==> src/rtl/phase_timer.sv <==
// Phase duration timer for the light sequencer: loads a duration in seconds,
// counts it down with a per-second prescaler and pulses finished to request the next one.
module phase_timer #(
    parameter int TICKS_PER_SEC = 10000,
    parameter int WIDTH         = 16
) (
    input  logic             clk,
    input  logic             reset,
    input  logic             enable,
    input  logic [WIDTH-1:0] seconds_to_count,
    output logic             finished,
    output logic [WIDTH-1:0] seconds_left,
    output logic             busy
);

    localparam int PW = (TICKS_PER_SEC > 1) ? $clog2(TICKS_PER_SEC) : 1;
    localparam logic [PW-1:0] PRESC_MAX = PW'(TICKS_PER_SEC - 1);

    typedef enum logic [1:0] {
        KICK,
        LOAD,
        COUNT,
        DONE
    } state_t;

    state_t           state;
    state_t           state_next;
    logic [PW-1:0]    presc;
    logic [PW-1:0]    presc_next;
    logic [WIDTH-1:0] secs;
    logic [WIDTH-1:0] secs_next;

    always_ff @(posedge clk) begin
        if (reset) begin
            state <= KICK;
            presc <= '0;
            secs  <= '0;
        end else begin
            state <= state_next;
            presc <= presc_next;
            secs  <= secs_next;
        end
    end

    // Everything holds while enable is low, so a paused phase resumes exactly.
    always_comb begin
        state_next = state;
        presc_next = presc;
        secs_next  = secs;
        if (enable) begin
            case (state)
                KICK: state_next = LOAD;
                LOAD: begin
                    secs_next  = seconds_to_count;
                    presc_next = '0;
                    state_next = (seconds_to_count != '0) ? COUNT : DONE;
                end
                COUNT: begin
                    if (presc == PRESC_MAX) begin
                        presc_next = '0;
                        secs_next  = (secs != '0) ? secs - 1'b1 : '0;
                        if (secs <= WIDTH'(1)) state_next = DONE;
                    end else begin
                        presc_next = presc + 1'b1;
                    end
                end
                DONE: state_next = LOAD;
                default: state_next = KICK;
            endcase
        end
    end

    // A finished pulse held off by a low enable comes out on the next enabled cycle.
    assign finished     = enable && !reset && ((state == KICK) || (state == DONE));
    assign busy         = enable && !reset && (state == COUNT);
    assign seconds_left = secs;

endmodule

==> config.mk <==
export PLATFORM = sky130hd
export DESIGN_NAME = phase_timer
export DESIGN_NICKNAME = d
export VERILOG_FILES = /design/src/rtl/phase_timer.sv
export SDC_FILE = /design/constraint.sdc
export NUM_CORES = 1
export LEC_CHECK = 0
export ABC_AREA = 1
export ABC_CLOCK_PERIOD_IN_PS = 2050
export BUFFER_PORTS_ARGS = -buffer_cell sky130_fd_sc_hd__buf_2
export CAP_MARGIN = 20
export CORE_MARGIN = 4
export CORE_UTILIZATION = 40
export CTS_CLUSTER_SIZE = 16
export DETAILED_ROUTE_END_ITERATION = 8
export REMOVE_ABC_BUFFERS = 1
export SYNTH_ARGS = -nofsm -noshare
export SYNTH_HDL_FRONTEND = slang
export SYNTH_SLANG_ARGS = --single-unit
==> constraint.sdc <==
create_clock -name clk -period 2.05 [get_ports clk]
set_input_delay 0.3075 -clock clk [delete_from_list [all_inputs] [get_ports clk]]
set_output_delay 0.3075 -clock clk [all_outputs]
set_load 0.01 [all_outputs]
Yosys cells after proc, flatten, opt, wreduce, memory -nomap -nowiden
Cells that the tools add are included.
{ "classes": {"addsub": 2, "n_lt_le_gt_ge": 1, "n_eq_ne": 6, "mux": 9, "n_reduce_logical": 13} }
{ "op_table": {"columns": ["cell", "n"], "rows": [
  ["2-to-1 mux 16 bit", 2],
  ["case mux 16 bit (2 select lines)", 1],
  ["nonzero test 16 bit", 2],
  ["case mux 14 bit (2 select lines)", 1],
  ["<= comparator 16 x 1 -> 1 bit (second input constant)", 1],
  ["subtractor 16 x 1 -> 16 bit (second input constant)", 1],
  ["adder 14 x 1 -> 14 bit (second input constant)", 1],
  ["== test 14 bit (second input constant)", 1],
  ["2-to-1 mux 14 bit", 1],
  ["case mux 2 bit (3 select lines)", 1],
  ["AND reduction 3 bit", 2],
  ["== test 2 bit (second input constant)", 2],
  ["2-to-1 mux 2 bit", 2],
  ["!= test 2 bit (second input constant)", 2],
  ["logical AND 1 bit", 3],
  ["== test 2 x 1 -> 1 bit (second input constant)", 1],
  ["logical NOT 2 bit", 1],
  ["AND reduction 2 bit", 1],
  ["nonzero test 2 bit", 1],
  ["OR reduction 2 bit", 1],
  ["logical NOT 1 bit", 1],
  ["logical OR 1 bit", 1],
  ["2-to-1 mux 1 bit", 1]
]} }
{ "totals": {"reg_bits": 32, "inputBits": 19, "output_inout_bits": 18, "elab_cells": 34} }

Logic depth before layout (Yosys ltp)
{ "depth": {"word_depth": 4, "mapped_depth": 11, "mapped_depth_nobuf": 11} }

Worst setup path before layout
OpenSTA, ideal clock, no wires.
{ "synth_timing": {"path_kind": "reg2out", "start": "register state[0]", "end": "output busy", "arrival_ps": 1334, "t_required_ps": 1742, "setup_slack_ps": 408, "path_stages_with_launch": 7, "n_path_buf": 2, "path_cell_list": "dfxtp_1 inv_1 ha_1 buf_2 inv_1 buf_2 nor3_1"} }
{ "synth_via": {"elab_chain_len": 2} }
{ "synth_rtl": {"columns": ["element", "line_no", "source"], "rows": [
  ["start: declaration", "26", "state_t state;"],
  ["start signal: assignment", "39", "state <= state_next;"],
  ["== test 2 bit", "75", "assign busy = enable && !reset && (state == COUNT);"],
  ["logical AND 1 bit", "75", null],
  ["end: declaration", "13", "output logic busy"]
]} }
No other way between the ends.

Worst setup path in the final report
Ends and elaborated chain as after synthesis.

==> results.cfg <==
[sta]
max_freq_mhz = 529.3
worst_clock_skew_ns = 0.001951
rsz0062_at_grt = no
period_share_pct = 92.16
setup_ws_ns = 0.1607
slew_headroom_pct = 63.97
tightest_slew_ns = 0.5385
setup_viol = 0
finalHoldViolCount = 0
finalSetupTns_ns = 0
drv_slew = 0
fin_crit_ns = 1.889

[die]
core_sq_um = 5238
die_area_sq_um = 6781
initial_core_util_pct = 42.21
die_w_um = 82.35
ios = 37
die_y_um = 82.35
row_count = 26

[global_route]
grt-busiest-layer = met2
use_met2_pct = 29.81
met1_usage_pct = 26.82
met3_usage_pct = 4.013
grt_pass1_wl_mm = 9.894
track_usage_pct = 19.06
antenna_found_initial = 0
grt_overflow_total = 0
grt_pass1_vias = 2120
grt_max_degree = 25

[power_and_ir_drop]
clkPwrFrac_pct = 24.3
switching_power_mw = 1.123
p_int_mw = 1.461
power_leakage_nw = 1.279
p_per_area_nw_per_um2 = 1009
combinationalPowerShare_pct = 45.4
seq_power_share_pct = 30.3
vdd_drop_max_mv = 0.4596
swShare_pct = 43.47

[cts]
insertion_delay_ns = 0.29
cts_buffers = 5
root_buffer = clkbuf_8
cts_num_sinks = 32
tritoncts = yes
ctsHoldBuffers = 0
clk_pin_slew_ns = 0.07
ctsResizeCount = 0
cts_setup_buffers = 0
cts_max_level = 2
clk_path_buf_depth = 2

[critical_path]
critPathLaunchType = flop
reg2reg_depth = 7
cp-end-kind = output pin
cp_max_fo = 8
regToRegEndpoint = presc[5]
criticalPathCategory = flop to output pin
r2r_setup_slack_ns = 0.23
worst-endpoint-required_ns = 1.74
cp.arrival_ns = 1.58
r2r-start = state[0]

[cells_and_area]
diodes = 0
fillers = 570
layout-drive-gt1-share_pct = 15.40
area_growth_pct = 15.79
nets = 433
finalNonFillerCells = 479
final_area_sq_um = 2560

[detailed_routing]
wl_per_cell_um = 12.45
routed_wl_mm = 5.965
drt_first_pass_iters = 4
drc_errors = 0
drt_iter0_drc = 167
via_count = 2353
vias_per_cell = 4.912
final_antenna_net_count = 0

[placed_design]
io_buffers = 36
placedCellCount = 471
routabilityCongestion = 0.8600
dpl_cell_area_sq_um = 2449
dp_hpwl_mm = 4.438
dp_slack_ns = 0.1879

[logic_synthesis]
synth_cells = 369
yosys_warnings = 0
syn_avg_cell_area_sq_um = 5.992
yosysSeqAreaShare_pct = 28.98
ys_seq_elements = 32
synth_top_area_cell = dfxtp_1
synth_cell_types = 28
syn_area_sq_um = 2211
synth_area_leaders = dfxtp_1 29%, nand2_1 17%, nor2_1 13%, nand3_1 8.1%, inv_1 6.8%
synth_top_area_share_pct = 28.98

[outcome]
status = finished clean

[worst_hold_path]
hp-start = reset
hold_path_class = input port to flop
hold_depth = 2
hold_end = presc[7]

[run]
drv_cap = 0
power by group through the flow:
stage | combinational, mW | clock [mW] | sequential [mW]
global route | 1.35 | 0.667 | 0.796
global placement | 1.16 | 0 | 0.796
detailed placement | 1.17 | 0 | 0.795
finish | 1.17 | 0.628 | 0.782
CTS | 1.18 | 0.641 | 0.782
floorplan | 0.818 | 0 | 0.809
through the flow:
stage          utilization (%)  hold slack [ns]  power [mW]
4_1_cts                  48.88           0.2953       2.602
2_1_floorplan                -           0.3766       1.627
6_report                 48.88           0.3058       2.584
5_1_grt                  48.88           0.3036       2.814
3_3_place_gp             46.75           0.4800       1.959
3_5_place_dp             46.75           0.4812       1.967
registers in the layout, indices dropped and copies added, names as in the netlist:
signal	flops
seconds_left	16
presc	14
state	2
worst max-delay path by stage:
stage	start	end	slack, ns	cells after the start
after floorplan	state[0]	presc[10]	0.29	7
after global placement	presc[0]	presc[11]	0.21	8
after detailed placement	state[0]	presc[5]	0.19	7
after CTS	state[0]	busy	0.14	6
after global routing	state[0]	presc[11]	0.01	8
final	state[0]	busy	0.16	6
cell families (layout without fill, tap and decap cells):
kind of cell / Yosys count / in the layout / share of synthesized area (%)
compound gates: 29 / 29 / 6.848
xor+xnor: 9 / 9 / 3.566
fa+ha+maj: 6 / 6 / 3.395
buf+inv: 53 / 93 / 10.53
flops: 32 / 32 / 28.98
simple gates: 240 / 240 / 46.69
worst max-delay path, stage by stage (launching register included):
cell and delay (ns):
dfxtp_1 0.32, inv_1 0.07, ha_1 0.28, buf_4 0.22
inv_1 0.06, nor3_1 0.18, buf_2 0.16
cell type report:
type	instances	area, sq um	share of cell area (%)
clock buffer	5	68.82	2.688
clock inverter	3	42.54	1.662
inverter	44	165.2	6.452
multi-input combinational	284	1338	52.25
sequential	32	640.6	25.02
tap	70	87.58	3.421
timing repair buffer	41	217.7	8.504
Yosys cell counts (all sizes together):
cell type / count
xnor2: 1
nor2: 78
nor3: 10
clkinv: 1
a21o: 1
nand3: 36
and3: 1
clkbuf: 1
a21oi: 18
xor2: 8
o21ai: 10
nor4: 3
nor3b: 2
nand3b: 1
ha: 6
dfxtp: 32
nand4: 5
buf: 8
inv: 43
nand2: 104
routing by layer:
| metal | routed length (um) | vias up |
|---|---|---|
| met2 | 2523 | 62 |
| li1 | - | 1235 |
| met5 | 0 | - |
| met4 | 36 | 0 |
| met1 | 3014 | 1052 |
| met3 | 391 | 4 |
cell usage in the layout (no fill, tap or decap), types with 4 or more instances in the layout:
master    count
nand2_1      98
o21ai_0      10
buf_4         5
clkbuf_8      5
nor2_1       74
inv_1        40
a21oi_1      17
buf_2        36
nand4_1       5
nor3_1       10
ha_1          6
nand3_1      36
nand2_2       4
xor2_1        8
dfxtp_1      32
(Power assumes the default switching activity.)
